File: config.mk
export PLATFORM = sky130hd
export DESIGN_NAME = sprite_plot_sink
export DESIGN_NICKNAME = d
export VERILOG_FILES = /design/src/rtl/sprite_pkg.sv /design/src/rtl/plot_pipe_stage.sv /design/src/rtl/sprite_plot_sink.sv
export SDC_FILE = /design/constraint.sdc
export NUM_CORES = 1
export LEC_CHECK = 0
export BUFFER_PORTS_ARGS = -buffer_cell sky130_fd_sc_hd__buf_2
export CAP_MARGIN = 10
export CORE_MARGIN = 1
export CORE_UTILIZATION = 55
export CTS_BUF_LIST = sky130_fd_sc_hd__clkbuf_4 sky130_fd_sc_hd__clkbuf_8
export CTS_CLUSTER_SIZE = 25
export DETAILED_ROUTE_END_ITERATION = 10
export PLACE_DENSITY = 0.88
export RECOVER_POWER = 100
export SLEW_MARGIN = 25
export SYNTH_ARGS = -nofsm -noshare
export SYNTH_HDL_FRONTEND = slang
export SYNTH_HIERARCHICAL = 1
export SYNTH_SLANG_ARGS = --single-unit
File: constraint.sdc
create_clock -name clock_all -period 2.8 [get_ports clock_all]
set_clock_uncertainty 0.15 [all_clocks]
set_input_delay 0.42 -clock clock_all [delete_from_list [all_inputs] [get_ports clock_all]]
set_output_delay 0.42 -clock clock_all [all_outputs]
set_load 0.01 [all_outputs]
File: src/rtl/sprite_pkg.sv
// Shared sprite-drawer definitions: screen geometry, pixel widths and the draw-sequencer states.
// Reused by every per-sprite plot sink and by the top-level drawer mux.
package sprite_pkg;
  localparam int SCREEN_W = 320;
  localparam int SCREEN_H = 240;
  localparam int COLOUR_W = 3;
  localparam int X_W      = 9;
  localparam int Y_W      = 8;

  typedef enum logic [1:0] {
    IDLE  = 2'd0,
    DRAW  = 2'd1,
    DRAIN = 2'd2,
    FIN   = 2'd3
  } draw_state_t;

  typedef struct packed {
    logic [X_W-1:0] x;
    logic [Y_W-1:0] y;
  } pix_coord_t;
endpackage

File: src/rtl/plot_pipe_stage.sv
// Two-stage plot pipe: S1 holds the drawer coordinate until its ROM colour arrives,
// S2 clips/keys the pixel and registers the VGA write.
module plot_pipe_stage
  import sprite_pkg::*;
#(
  parameter int                    SCREEN_W   = sprite_pkg::SCREEN_W,
  parameter int                    SCREEN_H   = sprite_pkg::SCREEN_H,
  parameter bit                    TRANSP_EN  = 1'b1,
  parameter logic [COLOUR_W-1:0]   TRANSP_COL = 3'b000
) (
  input  logic                clock_all,
  input  logic                reset_all,
  input  logic                flush,
  input  logic                draw_enable,
  input  logic [X_W-1:0]      pix_x,
  input  logic [Y_W-1:0]      pix_y,
  input  logic [COLOUR_W-1:0] pix_colour,
  input  logic                erase,
  input  logic [COLOUR_W-1:0] bg_colour,
  output logic [X_W-1:0]      vga_x,
  output logic [Y_W-1:0]      vga_y,
  output logic [COLOUR_W-1:0] vga_colour,
  output logic                vga_plot,
  output logic                kept
);
  localparam logic [X_W:0] X_LIM = SCREEN_W[X_W:0];
  localparam logic [Y_W:0] Y_LIM = SCREEN_H[Y_W:0];

  pix_coord_t s1;
  logic [1:0] vld_pipe;
  logic       keep;

  // Unsigned compare only: drawer-side wrap shows up as a small coordinate and is plotted.
  assign keep = vld_pipe[0] &&
                ({1'b0, s1.x} < X_LIM) && ({1'b0, s1.y} < Y_LIM) &&
                (erase || !TRANSP_EN || (pix_colour != TRANSP_COL));
  assign kept     = keep && !flush;
  assign vga_plot = vld_pipe[1];

  always_ff @(posedge clock_all or posedge reset_all) begin
    if (reset_all) begin
      s1         <= '0;
      vld_pipe   <= '0;
      vga_x      <= '0;
      vga_y      <= '0;
      vga_colour <= '0;
    end else begin
      s1.x        <= pix_x;
      s1.y        <= pix_y;
      vld_pipe[0] <= draw_enable && !flush;
      vld_pipe[1] <= kept;
      if (kept) begin
        vga_x      <= s1.x;
        vga_y      <= s1.y;
        vga_colour <= erase ? bg_colour : pix_colour;
      end
    end
  end
endmodule

File: src/rtl/sprite_plot_sink.sv
// Consumer end of one sprite drawer: sequences the drawer, counts kept pixels and
// issues single-cycle plot writes (or background erase writes) to the VGA adapter.
module sprite_plot_sink
  import sprite_pkg::*;
#(
  parameter int                  SCREEN_W   = sprite_pkg::SCREEN_W,
  parameter int                  SCREEN_H   = sprite_pkg::SCREEN_H,
  parameter bit                  TRANSP_EN  = 1'b1,
  parameter logic [COLOUR_W-1:0] TRANSP_COL = 3'b000
) (
  input  logic                clock_all,
  input  logic                reset_all,
  input  logic                start,
  input  logic                abort,
  input  logic                erase,
  input  logic [COLOUR_W-1:0] bg_colour,
  output logic                draw_enable,
  input  logic [X_W-1:0]      pix_x,
  input  logic [Y_W-1:0]      pix_y,
  input  logic [COLOUR_W-1:0] pix_colour,
  input  logic                pix_done,
  output logic [X_W-1:0]      vga_x,
  output logic [Y_W-1:0]      vga_y,
  output logic [COLOUR_W-1:0] vga_colour,
  output logic                vga_plot,
  output logic                busy,
  output logic                finished,
  output logic [11:0]         plot_count
);
  draw_state_t         state;
  logic                erase_q;
  logic [COLOUR_W-1:0] bg_q;
  logic                drain_cnt;
  logic                flush;
  logic                kept;

  assign flush = abort && ((state == DRAW) || (state == DRAIN));

  plot_pipe_stage #(
    .SCREEN_W  (SCREEN_W),
    .SCREEN_H  (SCREEN_H),
    .TRANSP_EN (TRANSP_EN),
    .TRANSP_COL(TRANSP_COL)
  ) u_pipe (
    .clock_all  (clock_all),
    .reset_all  (reset_all),
    .flush      (flush),
    .draw_enable(draw_enable),
    .pix_x      (pix_x),
    .pix_y      (pix_y),
    .pix_colour (pix_colour),
    .erase      (erase_q),
    .bg_colour  (bg_q),
    .vga_x      (vga_x),
    .vga_y      (vga_y),
    .vga_colour (vga_colour),
    .vga_plot   (vga_plot),
    .kept       (kept)
  );

  always_ff @(posedge clock_all or posedge reset_all) begin
    if (reset_all) begin
      state       <= IDLE;
      draw_enable <= 1'b0;
      busy        <= 1'b0;
      finished    <= 1'b0;
      plot_count  <= '0;
      erase_q     <= 1'b0;
      bg_q        <= '0;
      drain_cnt   <= 1'b0;
    end else begin
      finished <= 1'b0;
      if (kept && (plot_count != 12'hFFF)) plot_count <= plot_count + 12'd1;
      case (state)
        IDLE: if (start && !abort) begin
          state       <= DRAW;
          draw_enable <= 1'b1;
          busy        <= 1'b1;
          erase_q     <= erase;
          bg_q        <= bg_colour;
          plot_count  <= '0;
        end
        DRAW: if (abort) begin
          state       <= IDLE;
          draw_enable <= 1'b0;
          busy        <= 1'b0;
        end else if (pix_done) begin
          // Drop enable on the edge that samples the last coordinate.
          state       <= DRAIN;
          draw_enable <= 1'b0;
          drain_cnt   <= 1'b0;
        end
        DRAIN: if (abort) begin
          state <= IDLE;
          busy  <= 1'b0;
        end else if (drain_cnt) begin
          state    <= FIN;
          finished <= 1'b1;
        end else begin
          drain_cnt <= 1'b1;
        end
        FIN: begin
          state <= IDLE;
          busy  <= 1'b0;
        end
        default: state <= IDLE;
      endcase
    end
  end
endmodule
==> results.sh <==
export IMPL_timing_fmax_ghz=0.389
export IMPL_hold_viol=0
export IMPL_fin_crit_ns=2.57
export IMPL_finalSetupViolCount=0
export IMPL_hpwl_um=3590
export IMPL_r2r_end="plot_count[7]$_DFF_PP0_"
export IMPL_crit_end="plot_count[7]$_DFF_PP0_"
export IMPL_wire_per_inst_um=15.9
export IMPL_clockPowerShare_pct=31.2
export IMPL_ios=65
export IMPL_r2r_slack_ns=0.23
export IMPL_vias=1822
export IMPL_path_clk_slew_ns=0.07
export IMPL_grt_ovfl_total=0
export IMPL_grt_usage_pct=23.0
export IMPL_critPathCaptureType="flop"
export IMPL_finalHoldWorstSlack_ns=0.0336
export IMPL_yosysSeqAreaShare_pct=58.0
export IMPL_synth_seq_cells=61
export IMPL_synth_edf_count=0
export IMPL_powerDensity_mw_per_mm2=976
export IMPL_htreeDepth=3
export IMPL_insertedDiodeCount=0
export IMPL_rsz0062_at_grt="no"
export IMPL_antenna_left=0
export IMPL_power_frac_comb_pct=26.4
export IMPL_maxCapViolations=0
export IMPL_required_ns=2.91
export IMPL_drive_gt1_share_pct=20.8
export IMPL_start_util_pct=58.8
export IMPL_synth_flop_cell="dfrtp_1"
export IMPL_die_area_mm2=0.00506
export IMPL_min_path_type="input port to flop"
export IMPL_regToRegStartpoint="state[0]$_DFFE_PP0P_"
export IMPL_dpl_cell_area_mm2=0.00296
export IMPL_relSlewSlack_pct=42.6
export IMPL_clockBufferDepth=2
export IMPL_reg2regPathDepth=10
export IMPL_vias_per_cell=5.50
export IMPL_violations="design-rule violations"
export IMPL_cts_hold_buf=1
export IMPL_root_buffer="clkbuf_8"
export IMPL_postCtsSetupRepairBufs=0
export IMPL_switching_share_pct=31.2
export IMPL_cts_inserted_buffers=9
export IMPL_antenna_found_initial=0
export IMPL_p_switching_uw=942
export IMPL_die_x_um=71.2
export IMPL_worstMarginPinSlew_ns=0.861
export IMPL_area_delta_synth_final_pct=17.4
export IMPL_remaining_drc_errors=5
export IMPL_layout_setup_ws_ns=0.228
export IMPL_critical_path_class="flop to flop"
export IMPL_p_int_mw=2.07
export IMPL_fin_area_mm2=0.00309
export IMPL_vdd_drop_max_mv=0.590
export IMPL_synthArstFlopShare_pct=100
export IMPL_clk_insertion_delay_late_ns=0.34
export IMPL_yosys_warnings=6
export IMPL_die_h_um=71.2
export IMPL_gp_congestion=0.828
export IMPL_num_rows=24
export IMPL_grt_pass1_vias=1792
export IMPL_status="complete, but fails checks"
export IMPL_cts_tree="built"
export IMPL_slew_viol_final=0
export IMPL_fin_crit_sh_pct=91.8
export IMPL_port_buffers=64
export IMPL_first_pass_iters=7
export IMPL_grt_max_degree=37
export IMPL_leakage_nw=1.45
export IMPL_coreArea_mm2=0.00447
export IMPL_cp_max_fo=6
export IMPL_total_power_mw=3.01
export IMPL_worstHoldStart="pix_y[1]"
export IMPL_seqPwrFrac_pct=42.4
export IMPL_tns_ns=0
export IMPL_drt_total_wl_um=5270
export IMPL_final_nets=308
export IMPL_synth_cells=202
export IMPL_cts_resized=0
export IMPL_avgSynthCellArea_um2=13.0
export IMPL_grt_pass1_wl_um=8540
export IMPL_crit_arrival_ns=2.68
export IMPL_clock_sinks=61
export IMPL_yosys_cell_types_count=50
export IMPL_drt_initial_drc_count=169
export IMPL_final_cell_mix="61 x dfrtp_1, 36 x clkbuf_1, 28 x buf_2"
export IMPL_synth_area_mm2=0.00263
export IMPL_final_common_cell="dfrtp_1"
export IMPL_place_ws_ns=0.252
export IMPL_cp_start_kind="flop"
export IMPL_cp_startpoint="state[0]$_DFFE_PP0P_"
export IMPL_syn_nets=236
==> worst max-delay path: stages, from the launching register on <==
cell and delay, ns:
dfrtp_1 0.37, inv_1 0.08, ha_1 0.34, and2_2 0.21, nor2b_1 0.18, nand4_4 0.12, inv_2 0.10, and4_1 0.27
and3_1 0.23, o31a_1 0.21, mux2i_1 0.22
==> sequential cells by signal, indices dropped and copies added (netlist names) <==
signal / cells
state: 2
plot_count: 12
drain_cnt: 1
u_pipe/vga_y: 8
u_pipe/s1: 17
finished: 1
erase_q: 1
busy: 1
u_pipe/vld_pipe: 2
u_pipe/vga_colour: 3
bg_q: 3
draw_enable: 1
u_pipe/vga_x: 9
==> per-stage QoR <==
stage,util [%],instances
after detailed placement,66.2,314
final,69.0,331
after global routing,69.0,331
after global placement,66.2,314
after CTS,71.9,331
after floorplan,-,202
==> synth_stat cells, types with 4 or more instances <==
| cell | count | area (um^2) |
|---|---|---|
| dfrtp_1 | 61 | 1530 |
| nand2_1 | 21 | 78.8 |
| mux2_4 | 19 | 285 |
| a21oi_1 | 11 | 55.1 |
| inv_1 | 7 | 26.3 |
| o21ai_0 | 7 | 35.0 |
| nor2_1 | 6 | 22.5 |
| and3_1 | 5 | 31.3 |
| ha_1 | 5 | 62.6 |
| a31oi_1 | 4 | 25.0 |
| nand3_1 | 4 | 20.0 |
==> power groups by stage <==
| stage | clock, mW | combinational [mW] | sequential (mW) |
|---|---|---|---|
| 2_1_floorplan | 0 | 0.600 | 1.34 |
| 3_3_place_gp | 0 | 0.923 | 1.27 |
| 3_5_place_dp | 0 | 0.966 | 1.29 |
| 4_1_cts | 0.957 | 0.973 | 1.28 |
| 5_1_grt | 0.996 | 0.874 | 1.31 |
| 6_report | 0.942 | 0.796 | 1.28 |
==> area by class of cell <==
cell class,instances,area (um^2)
clock inverters,6,111
flip-flops and latches,61,1530
well taps,52,65.1
inverters,8,30.0
multi-input cells,127,928
clock buffers,10,131
repair buffers,67,295
fillers,358,1390
==> layer usage <==
layer	routed length, um	vias to the layer above	GRT usage, %	share of wire (%)
li1	-	860	-	-
met1	2200	889	29.4	42
met2	2670	64	35.8	51
met3	306	9	6.55	5.8
met4	93	0	12.0	1.8
met5	0	-	0	0
==> logic make-up (layout without fill, tap and decap cells) <==
logic type,Yosys count,after routing,share of synthesized area (%)
DFF,61,61,58.0
and+or+nand+nor,60,60,13.1
AOI/OAI and AO/OA,36,36,9.13
muxes,25,25,13.3
buffers and inverters,14,91,3.71
adders and majority gates,5,5,2.38
xor gates and xnor gates,1,1,0.333
==> worst min path at each step <==
stage	to	slack (ns)	cells after the start
finish	u_pipe/s1[1]$_DFF_PP0_	0.03	1
detailed placement	u_pipe/vld_pipe[0]$_DFF_PP0_	0.18	2
global placement	u_pipe/vld_pipe[0]$_DFF_PP0_	0.18	2
floorplan	bg_q[0]$_DFFE_PP0P_	0.26	1
CTS	u_pipe/s1[1]$_DFF_PP0_	0.02	1
global route	u_pipe/s1[9]$_DFF_PP0_	0.02	1
Note: power is estimated with default switching activity, not from simulation.
